$ cat src/rtl/calc_seq_core.sv
// calc_seq_core: sequential calculator core.
// Owns the operator-select FSM, operand latching, an 8-operation ALU and an
// iterative double-dabble binary-to-BCD converter (2W add-3/shift cycles).
// Optional build macro: CALC_AUTO_RECALC_EN -- when defined, a change of a or b
// while showing a result starts a new calculation without an enter pulse.
// state_dbg mirrors the FSM state register for observation.
module calc_seq_core #(
  parameter int W       = 4,
  parameter int DIGITS  = 4,
  parameter int NUM_OPS = 8
) (
  input  logic                  clk,
  input  logic                  rst,
  input  logic [W-1:0]          a,
  input  logic [W-1:0]          b,
  input  logic                  up,
  input  logic                  down,
  input  logic                  enter,
  input  logic                  back,
  output logic [2:0]            op,
  output logic [1:0]            disp_sel,
  output logic [4*DIGITS-1:0]   bcd,
  output logic                  neg,
  output logic [2*W-1:0]        result,
  output logic                  busy,
  output logic                  done,
  output logic                  err,
  output logic [2:0]            state_dbg
);

  localparam int RW = 2 * W;
  localparam int BW = 4 * DIGITS;
  localparam int CW = $clog2(RW);

  function automatic logic [63:0] pow10(input int n);
    logic [63:0] p;
    p = 64'd1;
    for (int i = 0; i < n; i++) p = p * 64'd10;
    return p;
  endfunction

  // Smallest magnitude that no longer fits in DIGITS decimal digits.
  localparam logic [63:0] BCD_LIMIT = pow10(DIGITS);

  typedef enum logic [2:0] {
    S_IDLE   = 3'd0,
    S_OP_SEL = 3'd1,
    S_CALC   = 3'd2,
    S_CONV   = 3'd3,
    S_RES    = 3'd4,
    S_ERR    = 3'd5
  } state_t;

  state_t          state, state_nxt;
  logic [2:0]      op_nxt, op_inc, op_dec;
  logic [RW-1:0]   ax, bx, alu_val;
  logic            alu_neg, div_zero, over;
  logic [RW-1:0]   conv_val, bin_work;
  logic            conv_neg;
  logic [BW-1:0]   bcd_work, bcd_adj, bcd_shift;
  logic [CW-1:0]   cnt;
  logic            conv_last;
`ifdef CALC_AUTO_RECALC_EN
  logic [W-1:0]    a_lat, b_lat;
`endif

  assign ax        = {{W{1'b0}}, a};
  assign bx        = {{W{1'b0}}, b};
  assign op_inc    = (op == 3'(NUM_OPS - 1)) ? 3'd0 : op + 3'd1;
  assign op_dec    = (op == 3'd0) ? 3'(NUM_OPS - 1) : op - 3'd1;
  assign conv_last = (cnt == CW'(RW - 1));
  assign state_dbg = state;

  // ALU: evaluated from the live operands; only consumed in CALC.
  always_comb begin
    alu_val  = '0;
    alu_neg  = 1'b0;
    div_zero = 1'b0;
    case (op)
      3'd0: alu_val = ax + bx;
      3'd1: begin
        if (a < b) begin
          alu_val = bx - ax;
          alu_neg = 1'b1;
        end else begin
          alu_val = ax - bx;
        end
      end
      3'd2: alu_val = ax * bx;
      3'd3: if (b == '0) div_zero = 1'b1; else alu_val = ax / bx;
      3'd4: if (b == '0) div_zero = 1'b1; else alu_val = ax % bx;
      3'd5: alu_val = ax & bx;
      3'd6: alu_val = ax | bx;
      3'd7: alu_val = ax ^ bx;
      default: alu_val = '0;
    endcase
    over = ({{(64 - RW){1'b0}}, alu_val} >= BCD_LIMIT);
  end

  // One double-dabble step: add 3 to every digit >= 5, then shift in the next bit.
  always_comb begin
    bcd_adj = bcd_work;
    for (int d = 0; d < DIGITS; d++) begin
      if (bcd_adj[4*d +: 4] >= 4'd5) bcd_adj[4*d +: 4] = bcd_adj[4*d +: 4] + 4'd3;
    end
    bcd_shift = {bcd_adj[BW-2:0], bin_work[RW-1]};
  end

  // State and operation-code registers.
  always_ff @(posedge clk or negedge rst) begin
    if (!rst) begin
      state <= S_IDLE;
      op    <= 3'd0;
    end else begin
      state <= state_nxt;
      op    <= op_nxt;
    end
  end

  // Next state; button priority is enter > back > up > down, one action per cycle.
  always_comb begin
    state_nxt = state;
    op_nxt    = op;
    case (state)
      S_IDLE: begin
        if (enter)          state_nxt = S_CALC;
        else if (back)      state_nxt = S_IDLE;
        else if (up | down) state_nxt = S_OP_SEL;
      end
      S_OP_SEL: begin
        if (enter)     state_nxt = S_CALC;
        else if (back) state_nxt = S_IDLE;
        else if (up)   op_nxt    = op_inc;
        else if (down) op_nxt    = op_dec;
      end
      S_CALC: begin
        if (div_zero || over) state_nxt = S_ERR;
        else                  state_nxt = S_CONV;
      end
      S_CONV: begin
        if (conv_last) state_nxt = S_RES;
      end
      S_RES: begin
        if (enter)          state_nxt = S_CALC;
        else if (back)      state_nxt = S_IDLE;
        else if (up | down) state_nxt = S_OP_SEL;
`ifdef CALC_AUTO_RECALC_EN
        else if ((a != a_lat) || (b != b_lat)) state_nxt = S_CALC;
`endif
      end
      S_ERR: begin
        if (enter | back)   state_nxt = S_IDLE;
        else if (up | down) state_nxt = S_OP_SEL;
      end
      default: state_nxt = S_IDLE;
    endcase
  end

  // State-decoded display/status outputs.
  always_comb begin
    disp_sel = 2'd0;
    busy     = 1'b0;
    err      = 1'b0;
    case (state)
      S_OP_SEL:       disp_sel = 2'd1;
      S_CALC, S_CONV: busy     = 1'b1;
      S_RES:          disp_sel = 2'd2;
      S_ERR: begin
        disp_sel = 2'd3;
        err      = 1'b1;
      end
      default: ;
    endcase
  end

  // Datapath: latch the ALU result in CALC, run the converter in CONV and
  // publish bcd/result/neg together on the final conversion edge.
  always_ff @(posedge clk or negedge rst) begin
    if (!rst) begin
      conv_val <= '0;
      conv_neg <= 1'b0;
      bin_work <= '0;
      bcd_work <= '0;
      cnt      <= '0;
      bcd      <= '0;
      result   <= '0;
      neg      <= 1'b0;
      done     <= 1'b0;
`ifdef CALC_AUTO_RECALC_EN
      a_lat    <= '0;
      b_lat    <= '0;
`endif
    end else begin
      done <= 1'b0;
      case (state)
        S_CALC: begin
          conv_val <= alu_val;
          conv_neg <= alu_neg;
          bin_work <= alu_val;
          bcd_work <= '0;
          cnt      <= '0;
`ifdef CALC_AUTO_RECALC_EN
          a_lat    <= a;
          b_lat    <= b;
`endif
        end
        S_CONV: begin
          bcd_work <= bcd_shift;
          bin_work <= {bin_work[RW-2:0], 1'b0};
          cnt      <= cnt + CW'(1);
          if (conv_last) begin
            bcd    <= bcd_shift;
            result <= conv_val;
            neg    <= conv_neg;
            done   <= 1'b1;
          end
        end
        default: ;
      endcase
    end
  end

endmodule

$ cat config.mk
export PLATFORM = sky130hd
export DESIGN_NAME = calc_seq_core
export DESIGN_NICKNAME = d
export VERILOG_FILES = /design/src/rtl/calc_seq_core.sv
export SDC_FILE = /design/constraint.sdc
export NUM_CORES = 1
export LEC_CHECK = 0
export ABC_AREA = 1
export BUFFER_PORTS_ARGS = -buffer_cell sky130_fd_sc_hd__buf_2
export CAP_MARGIN = 40
export CORE_MARGIN = 2
export CORE_UTILIZATION = 35
export CTS_CLUSTER_DIAMETER = 200
export DETAILED_ROUTE_END_ITERATION = 10
export GPL_TIMING_DRIVEN = 0
export SYNTH_ARGS = -nofsm -noshare
export SYNTH_HDL_FRONTEND = slang
export SYNTH_SLANG_ARGS = --single-unit
$ cat constraint.sdc
create_clock -name clk -period 2.68 [get_ports clk]
set_input_delay 0.67 -clock clk [delete_from_list [all_inputs] [get_ports clk]]
set_output_delay 0.67 -clock clk [all_outputs]
set_load 0.1 [all_outputs]
==> results.md, run 1 <==
* Status: finished with violations
* Failing checks: setup timing
* Inst Count DP at 1102
* First-pass GRT wire length at 27190 um
* Total track usage at 18.26%
* Largest area contributor in the synthesized netlist: dfrtp_1
* Root buf cell: clkbuf_16
* Fin crit share at 310.8%
* Initial antenna violation count at 0
* Startpoint types: primary input
* P&R area growth vs syn at 38.04%
* Synth area leaders: dfrtp_1 28%, ha_1 15%, nand2_1 13%, inv_1 8.2%, o21ai_0 5.1%
* Metal2 WL at 8231 um
* CP max FO at 7
* Reg2reg path depth at 9
* WP data arrival at about 8.6 ns
* Setup slack, reg-to-reg at between 0.3 and 0.4 ns
* DRT Wirelength at 16800 um
* Synth Area in Compound Gates at 14.62%
* Initial core utilization at 35.39%
* DR WL/cell at 13.87 um
* H-tree Lvls at 3
* HP Class: primary input to asynchronous set/reset pin
* Top_reg_cell synth: dfrtp_1
* Post-Syn Area at 6058 um^2
* Post-Synth Adder-Cell Area at 17.93%
* Tot Pwr at about 10 mW
* Final setup TNS at -89.34 ns
* CP most frequent cell: buf_4
* PD cells at 1209 nW/um^2
* Ports at 50
* Core Region at 17120 um^2
* Fin worst setup slack at -5.649 ns
* Via-to-Cell Ratio at between 4 and 5
* Post-route DRC at 0
* Post-synthesis xor/xnor area fraction at 3.325%
* Clock skew at 0.004713 ns
* Yosys cell types at 51
* Final nets at 1077
* Top layer in use: met4
* RSZ-0062 raised after global routing: true
* Final hold vios at 0
* Worst EP required at a little under 3 ns
* Via count of the routed design at 5910
* Max-cap violation count at 0
* Worst IR Drop VDD at 0.0006462 V
* Die width at 135.6 um
* # rows at 48
* Largest net degree at the start of global routing at 55
* CP Capture Type: register
* Min Hold Slack at 0.1903 ns
* 1st-pass router iterations at 4
* Worst Path Class, Setup: primary input to register
* Crit path time final at 8.329 ns
* Max Slew Vio Count at 0
* Layout cells sized above 1 at 31.85%
* Number of synthesis warnings at 0
* Syn_area_per_cell at 7.361 um^2
* Clock-pin slew on the worst setup and hold paths at roughly 0.050 ns
* Detail Placement HPWL at 11360 um
* Clock buffer depth at 2
* TritonCTS clock tree: built
* Clk_lat worst skew at 0.34 ns
* Ys async rst share at 100.0%
* Place WS at -7.397 ns
* Worst path max stage delay at 0.36 ns
* TritonCTS Buffers at 9
* Final Setup Violations at 16
* Mux share of post-synthesis cell area at 0%
* Post-Layout Cell Count at 1211
* Crit-path leading delay family: buffers and inverters
* Register area share after synthesis at 28.09%
* Number of antenna diodes at 0
* Congestion Overflow GR at 0
* Post-Syn Instances at approximately 820
* M1 WL at 7583 um
* Reg2reg end: conv_val[1]
* RD Place Congestion at roughly 0.87
* Total clock sinks at 68
* Die H at 135.6 um
* Main combinational cell family by area after synthesis: simple AND/OR/NAND/NOR gates
* Count leader, synth: nand2_1
* Cell leakage power at between 4 and 5 nW
* Worst Tran Pin Value at between 0.5 and 0.6 ns
* Critical R2R Launch: state_dbg[1]
* Die area at 18380 um^2
* Vias in the first global route at 5792
* Critical path's slowest cell: ha_1
* Max Fclk at 120.1 MHz
* Synth top area share at 28.09%
* Port bufs at 49
* Post-Synth Simple-Gate Area at 26.62%
* Synth top cells by count: 214 x nand2_1, 132 x inv_1, 74 x ha_1
* Relative slew slack at 63.90%
* EDFF count, synth at 0
* Routed wl met3 at 558 um
* CP Buf/Inv Count at 27
* Number of DRC markers in iteration 0 at 248
* Antenna-violating nets left at 0
* Yosys reg bits at 68
## routing by layer
| metal | global-route usage (%) | vias up |
|---|---|---|
| met2 | 31.37 | 129 |
| met5 | 0 | - |
| li1 | - | 2995 |
| met1 | 23.02 | 2747 |
| met4 | 6.771 | 0 |
| met3 | 2.993 | 39 |
## worst max-delay path by stage
| stage | slack (ns) | end | startpoint | depth (start not counted) |
|---|---|---|---|---|
| global route | -6.06 | conv_val[2] | b[0] | 66 |
| floorplan | -5.77 | bin_work[0] | b[1] | 68 |
| finish | -5.65 | conv_val[2] | b[2] | 66 |
| global placement | -7.32 | conv_val[3] | b[1] | 70 |
| detailed placement | -7.40 | conv_val[2] | b[1] | 67 |
| CTS | -5.45 | conv_val[2] | b[0] | 69 |
## kinds of logic after synthesis
| group | count (synthesis) |
|---|---|
| simple gates | 349 |
| buf+inv | 151 |
| compound gates | 149 |
| fa+ha+maj | 82 |
| flops | 68 |
| xor+xnor | 23 |
| other cells | 1 |
## layout by cell type, fill, tap and decap left out, types with 8 or more instances in the layout
cell type and count:
nand2_1 181, inv_1 119, buf_4 94, dfrtp_1 66, ha_1 60, o21ai_0 52
buf_2 43, nor2_1 32, nand2_2 32, nand3_1 29, a21oi_1 22, o22ai_1 19
xor2_1 16, ha_4 14, nand3_2 13, nand2_4 12, nor2_4 11, clkbuf_1 10
inv_2 10, clkbuf_16 9, nor2_2 8, nand4_1 8
## registers in the layout, summed over array words and instances (netlist names)
register,cells
bcd,16
bcd_work,16
bin_work,8
conv_val,8
result,8
cnt,3
op,3
state_dbg,3
conv_neg,1
done,1
neg,1
## repair_timing
action	4_1_cts	5_1_grt
setup buffers	78	15
pin swaps	39	41
resized for setup	63	55
hold buffers	0	0
endpoints found under the setup margin	42	42
cloned	0	0
## final cells by class
class	instances	area, um^2
sequential	68	1704
tap	225	281.5
fill	1615	8753
buffer	10	38.79
clock inverter	5	75.07
timing repair buffer	144	1039
multi-input combinational	607	4412
clock buffer	11	242.7
inverter	141	570.5
## power by group
part	switching, mW	internal (mW)
registers	0.144	1.24
clock network	0.431	0.834
logic	4.64	2.82
total	5.21	4.90
## per-stage QoR
| step | utilization (%) | area, um^2 |
|---|---|---|
| floorplan | - | 6259 |
| global placement | 39.64 | 6785 |
| detailed placement | 39.88 | 6827 |
| CTS | 46.72 | 7996 |
| global route | 48.86 | 8363 |
| finish | 48.86 | 8363 |
No activity file was read; power rests on OpenSTA's default activity.
==> inputs of run 2 (changes only) <==
--- a/config.mk
+++ b/config.mk
@@ -8,7 +8,7 @@
 export ABC_AREA = 1
 export BUFFER_PORTS_ARGS = -buffer_cell sky130_fd_sc_hd__buf_2
 export CAP_MARGIN = 40
-export CORE_MARGIN = 2
+export CORE_ASPECT_RATIO = 1.4
 export CORE_UTILIZATION = 35
 export CTS_CLUSTER_DIAMETER = 200
 export DETAILED_ROUTE_END_ITERATION = 10
==> results.md, run 2 (synthesis gave the netlist of run 1 again) <==
* Status: finished with violations
* Failing checks: setup timing
* Worst Tran Pin Value at 0.5623 ns (+0.02283 ns)
* Worst Path Class, Setup: primary input to register
* TritonCTS clock tree: built
* Crit path time final at 8.446 ns (+0.1173 ns)
* CP Buf/Inv Count at 28 (+3.7%)
* RSZ-0062 raised after global routing: true
* DR WL/cell at 14.76 um (+6.4%)
* Critical path's slowest cell: ha_1
* Congestion Overflow GR at 0 (unchanged)
* TritonCTS Buffers at 9 (unchanged)
* Root buf cell: clkbuf_16
* Min Hold Slack at 0.2382 ns (+0.04787 ns)
* RD Place Congestion at 0.8998 (+4.0%)
* Place WS at -7.560 ns (-0.1632 ns)
* Core Region at 16820 um^2 (-1.8%)
* Number of DRC markers in iteration 0 at 259 (+4.4%)
* Clk_lat worst skew at 0.33 ns (about the same)
* Area of all placed cells without fillers at 8384 um^2 (+0.25%)
* Top Registers: bcd x16, bcd_work x16
* Placed instance area at 6798 um^2 (-0.42%)
* Die width at 113.2 um (-17%)
* Max-cap violation count at 0 (unchanged)
* Final hold vios at 0 (unchanged)
* Inst Count DP at 1080 (-2.0%)
* Cell leakage power at 4.259 nW (about the same)
* CTS Hold Bufs at 0 (unchanged)
* Initial antenna violation count at 0 (unchanged)
* CP most frequent cell: buf_4
* Die H at 157.7 um (+16%)
* Number of antenna diodes at 0 (unchanged)
* Die area at 17850 um^2 (-2.9%)
* Final Setup Violations at 16 (unchanged)
* Detail Placement HPWL at 11860 um (+4.4%)
* Largest net degree at the start of global routing at 46 (-16%)
* P&R area growth vs syn at 38.39%
* Clock skew at 0.008375 ns (+0.003662 ns)
* Worst path max stage delay at 0.34 ns (-0.02 ns)
* Relative slew slack at 61.54% (-2.4 points)
* Ports at 50 (unchanged)
* HP Class: primary input to asynchronous set/reset pin
* Max Slew Vio Count at 0 (unchanged)
* PD cells at 1206 nW/um^2 (-0.22%)
* Post-route DRC at 0 (unchanged)
* Total track usage at 18.94% (+0.68 points)
* Worst IR Drop VDD at 0.0006109 V (-5.5%)
* Worst EP required at 2.89 ns (about the same)
* Layout cells sized above 1 at 33.54% (+1.7 points)
* Max Fclk at 118.4 MHz (-1.4%)
* Startpoint types: primary input
* Via count of the routed design at 6012 (+1.7%)
* Fin crit share at 315.2% (+4.4 points)
* Most common cell after layout, fill and taps aside: nand2_1
* CP Capture Type: register
* Post-Layout Cell Count at 1190 (-1.7%)
* Most frequent cells in the layout: 171 x nand2_1, 119 x inv_1, 94 x buf_4
* Final nets at 1079 (+0.19%)
* Final core occ at 49.86% (+1.0 points)
* CP max FO at 7 (unchanged)
* H-tree Lvls at 3 (unchanged)
* WP data arrival at 8.66 ns (+0.11 ns)
* Clock buffer depth at 2 (unchanged)
* # rows at 56 (+17%)
* Via-to-Cell Ratio at 5.052 (+3.5%)
* Vias in the first global route at 6040 (+4.3%)
* Total clock sinks at 68 (unchanged)
* Fin worst setup slack at -5.766 ns (-0.1173 ns)
* Clock-pin slew on the worst setup and hold paths at 0.06 ns (about the same)
* 1st-pass router iterations at 4 (unchanged)
* Initial core utilization at 36.03% (+0.63 points)
* Crit-path leading delay family: buffers and inverters
* First-pass GRT wire length at 27020 um (-0.61%)
* Antenna-violating nets left at 0 (unchanged)
* DRT Wirelength at 17560 um (+4.5%)
* Port bufs at 49 (unchanged)
## run 2: cell types whose count changed in the layout (fill, tap and decap cells not counted), sizes merged
cell           delta
clkdlybuf4s15     -1
clkdlybuf4s18     +1
buf               +3
clkinvlp          +1
clkinv            -1
bufinv            -2
## run 2: repair_timing
action                                  CTS  global route
setup buffers                            78            17
resized for setup                        76            65
endpoints found under the setup margin   42            42
pin swaps                                52            68
## run 2: power breakdown
| group | leakage (nW) | switching [mW] | total (mW) | internal (mW) |
|---|---|---|---|---|
| Sequential | 0.845 | 0.147 | 1.39 | 1.24 |
| Combinational | 3.28 | 4.75 | 7.68 | 2.92 |
| Clock | 0.132 | 0.407 | 1.05 | 0.640 |
| Total | 4.26 | 5.31 | 10.1 | 4.81 |
## run 2: layout make-up
| cell class | instances | area [um^2] |
|---|---|---|
| clock inverters | 3 | 15.01 |
| well taps | 203 | 254.0 |
| multi-input cells | 607 | 4492 |
| repair buffers | 146 | 1057 |
| fillers | 1586 | 8432 |
| plain buffers | 10 | 40.04 |
| inverters | 141 | 575.6 |
| flip-flops and latches | 68 | 1704 |
| clock buffers | 12 | 246.5 |
## run 2: path summary, 6_finish.rpt
kind                       cells past startpoint         start          end  slack (ns)
min reg2reg                                    2     result[1]    result[1]        0.46
max                                           67          b[0]  conv_val[5]       -5.77
min                                            1           rst       bcd[2]        0.24
max reg2reg                                   10  state_dbg[1]          neg        0.31
min in group clk                               2     result[1]    result[1]        0.46
max in group asynchronous                      2           rst    result[6]        1.91
## run 2: worst register-to-register path: cells and delay by family (launching register included)
kind | cells | cell delay [ns]
buf+inv | 5 | 0.89
simple gates | 4 | 0.81
flops | 1 | 0.46
compound gates | 1 | 0.07
## run 2: per-layer routing
layer / global-route usage [%] / share of wire, % / vias up
met4: 10.03 / 4.4 / 0
met5: 0 / 0 / -
met1: 19.32 / 39 / 2837
li1: - / - / 2997
met3: 2.603 / 2.8 / 54
met2: 36.99 / 54 / 124
## run 2: per-stage QoR
stage                     TNS [ns]  total power [mW]
final                       -92.01             10.11
after global placement     -129.12             7.151
after detailed placement   -129.69             7.251
after global routing        -97.18             10.95
after CTS                   -89.02             9.478
after floorplan             -92.08             6.102
==> inputs of run 3 (changes only) <==
--- a/config.mk
+++ b/config.mk
@@ -6,13 +6,15 @@
 export NUM_CORES = 1
 export LEC_CHECK = 0
 export ABC_AREA = 1
+export ABC_CLOCK_PERIOD_IN_PS = 2680
 export BUFFER_PORTS_ARGS = -buffer_cell sky130_fd_sc_hd__buf_2
 export CAP_MARGIN = 40
 export CORE_ASPECT_RATIO = 1.4
-export CORE_UTILIZATION = 35
+export CORE_UTILIZATION = 50
 export CTS_CLUSTER_DIAMETER = 200
 export DETAILED_ROUTE_END_ITERATION = 10
 export GPL_TIMING_DRIVEN = 0
+export PLACE_DENSITY = 0.69
 export SYNTH_ARGS = -nofsm -noshare
 export SYNTH_HDL_FRONTEND = slang
 export SYNTH_SLANG_ARGS = --single-unit
==> results.md, run 3 (synthesis gave the netlist of run 1 again) <==
* Failing checks: setup timing
* CTS Hold Bufs at 0 (unchanged)
* P&R area growth vs syn at 32.20%
* Worst Tran Pin Value at 0.9168 ns (+0.3545 ns)
* Total track usage at 28.19% (+9.3 points)
* Reg2reg end: bin_work[4]
* Clock-pin slew on the worst setup and hold paths at 0.05 ns (about the same)
* Clock skew at 0.005682 ns (-0.002693 ns)
* Tot Pwr at 10.16 mW (+0.50%)
* Total clock sinks at 68 (unchanged)
* PD cells at 1269 nW/um^2 (+5.2%)
* TritonCTS Buffers at 9 (unchanged)
* Reg2reg path depth at 12 (+2)
* Final Setup Violations at 16 (unchanged)
* RD Place Congestion at 0.8649 (-3.9%)
* First-pass GRT wire length at 27920 um (+3.3%)
* Max-cap violation count at 0 (unchanged)
* # rows at 47 (-16%)
* Core Region at 11820 um^2 (-30%)
* Via count of the routed design at 6023 (+0.18%)
* Worst EP required at 2.90 ns (about the same)
* CP Capture Type: register
* Die H at 132.2 um (-16%)
* Place WS at -7.469 ns (+0.09082 ns)
* Root buf cell: clkbuf_16
* WP data arrival at 8.82 ns (+0.16 ns)
* Startpoint types: primary input
* Post-route DRC at 0 (unchanged)
* Largest net degree at the start of global routing at 69 (+50%)
* Worst path max stage delay at 0.39 ns (+0.05 ns)
* Top Registers: bcd x16, bcd_work x16
* RSZ-0062 raised after global routing: true
* Congestion Overflow GR at 0 (unchanged)
* Initial core utilization at 51.25% (+15 points)
* HP Class: primary input to asynchronous set/reset pin
* Cell leakage power at 4.178 nW (-1.9%)
* Via-to-Cell Ratio at 5.392 (+6.7%)
* Crit path time final at 8.605 ns (+0.1590 ns)
* CP startpoint: b[0]
* Worst IR Drop VDD at 0.0005857 V (-4.1%)
* Fin crit share at 321.1% (+5.9 points)
* CP most frequent cell: buf_4
* Antenna-violating nets left at 0 (unchanged)
* Area of all placed cells without fillers at 8009 um^2 (-4.5%)
* Max Fclk at 116.2 MHz (-1.8%)
* Post-Layout Cell Count at 1117 (-6.1%)
* Most frequent cells in the layout: 187 x nand2_1, 120 x inv_1, 79 x buf_4
* Final core occ at 67.76% (+18 points)
* Layout cells sized above 1 at 28.87% (-4.7 points)
* Max Slew Vio Count at 0 (unchanged)
* Number of DRC markers in iteration 0 at 228 (-12%)
* Fin worst setup slack at -5.925 ns (-0.1590 ns)
* Clock buffer depth at 2 (unchanged)
* Critical R2R Launch: op[2]
* Die width at 95.03 um (-16%)
* DR WL/cell at 15.69 um (+6.3%)
* Critical path's slowest cell: fa_2
* Relative slew slack at 38.31% (-23 points)
* CP max FO at 7 (unchanged)
* Initial antenna violation count at 0 (unchanged)
* Setup slack, reg-to-reg at -0.15 ns (-0.46 ns)
* Clk_lat worst skew at 0.33 ns (about the same)
* Inst Count DP at 1022 (-5.4%)
* Status: finished with violations
* Number of antenna diodes at 0 (unchanged)
* Die area at 12570 um^2 (-30%)
* Ports at 50 (unchanged)
* Detail Placement HPWL at 12230 um (+3.1%)
* TritonCTS clock tree: built
* Vias in the first global route at 6282 (+4.0%)
* Placed instance area at 6690 um^2 (-1.6%)
* H-tree Lvls at 3 (unchanged)
* 1st-pass router iterations at 5 (+1)
* Worst Path Class, Setup: primary input to register
* Most common cell after layout, fill and taps aside: nand2_1
* Final hold vios at 0 (unchanged)
* DRT Wirelength at 17520 um (-0.21%)
* Port bufs at 49 (unchanged)
* Final nets at 1061 (-1.7%)
==> run 3: final cells by class <==
class | count | area (um^2)
repair buffers | 128 | 898.4
plain buffers | 10 | 38.79
fillers | 979 | 3811
clock inverters | 1 | 5.005
multi-input cells | 607 | 4325
clock buffers | 15 | 287.8
inverters | 141 | 565.5
well taps | 147 | 183.9
flip-flops and latches | 68 | 1704
==> run 3: routing by layer <==
metal  routed length [um]  vias to the layer above  global-route usage (%)  share of wire (%)
met5                    0                        -                       0                  0
met4                  889                        0                   15.57                5.1
met3                  392                       66                   3.114                2.2
met2                 9682                      138                   54.16                 55
met1                 6559                     2863                   28.30                 37
li1                     -                     2956                       -                  -
==> run 3: power breakdown <==
part	total [mW]	internal [mW]	leakage (nW)	switching, mW
combinational	7.63	2.89	3.19	4.74
clock	1.14	0.726	0.146	0.416
sequential	1.39	1.24	0.845	0.148
total	10.2	4.86	4.18	5.30
==> run 3: worst max-delay path by stage <==
stage	to	slack, ns	depth (start not counted)
after floorplan	bin_work[0]	-5.77	68
after global placement	conv_val[5]	-7.22	66
after detailed placement	conv_val[3]	-7.47	69
after CTS	conv_val[3]	-5.56	69
after global routing	conv_val[2]	-6.34	70
final	conv_val[2]	-5.93	72
==> run 3: critical path, delay by kind of cell <==
| kind | cells | cell delay (ns) |
|---|---|---|
| buf+inv | 24 | 2.59 |
| simple gates | 30 | 2.71 |
| fa+ha+maj | 5 | 1.40 |
| compound gates | 13 | 1.42 |
==> run 3: what timing repair did <==
item / 4_1_cts / 5_1_grt
setup endpoints to repair: 42 / 42
gates resized for setup: 58 / 41
setup buffers: 65 / 14
pin swaps: 44 / 48
==> run 3: stage by stage <==
step / hold slack [ns] / TNS (ns)
global route: 0.5000 / -100.20
finish: 0.4225 / -94.06
CTS: 0.4792 / -88.18
detailed placement: 0.4675 / -125.77
global placement: 0.4605 / -120.39
floorplan: 0.3744 / -92.08
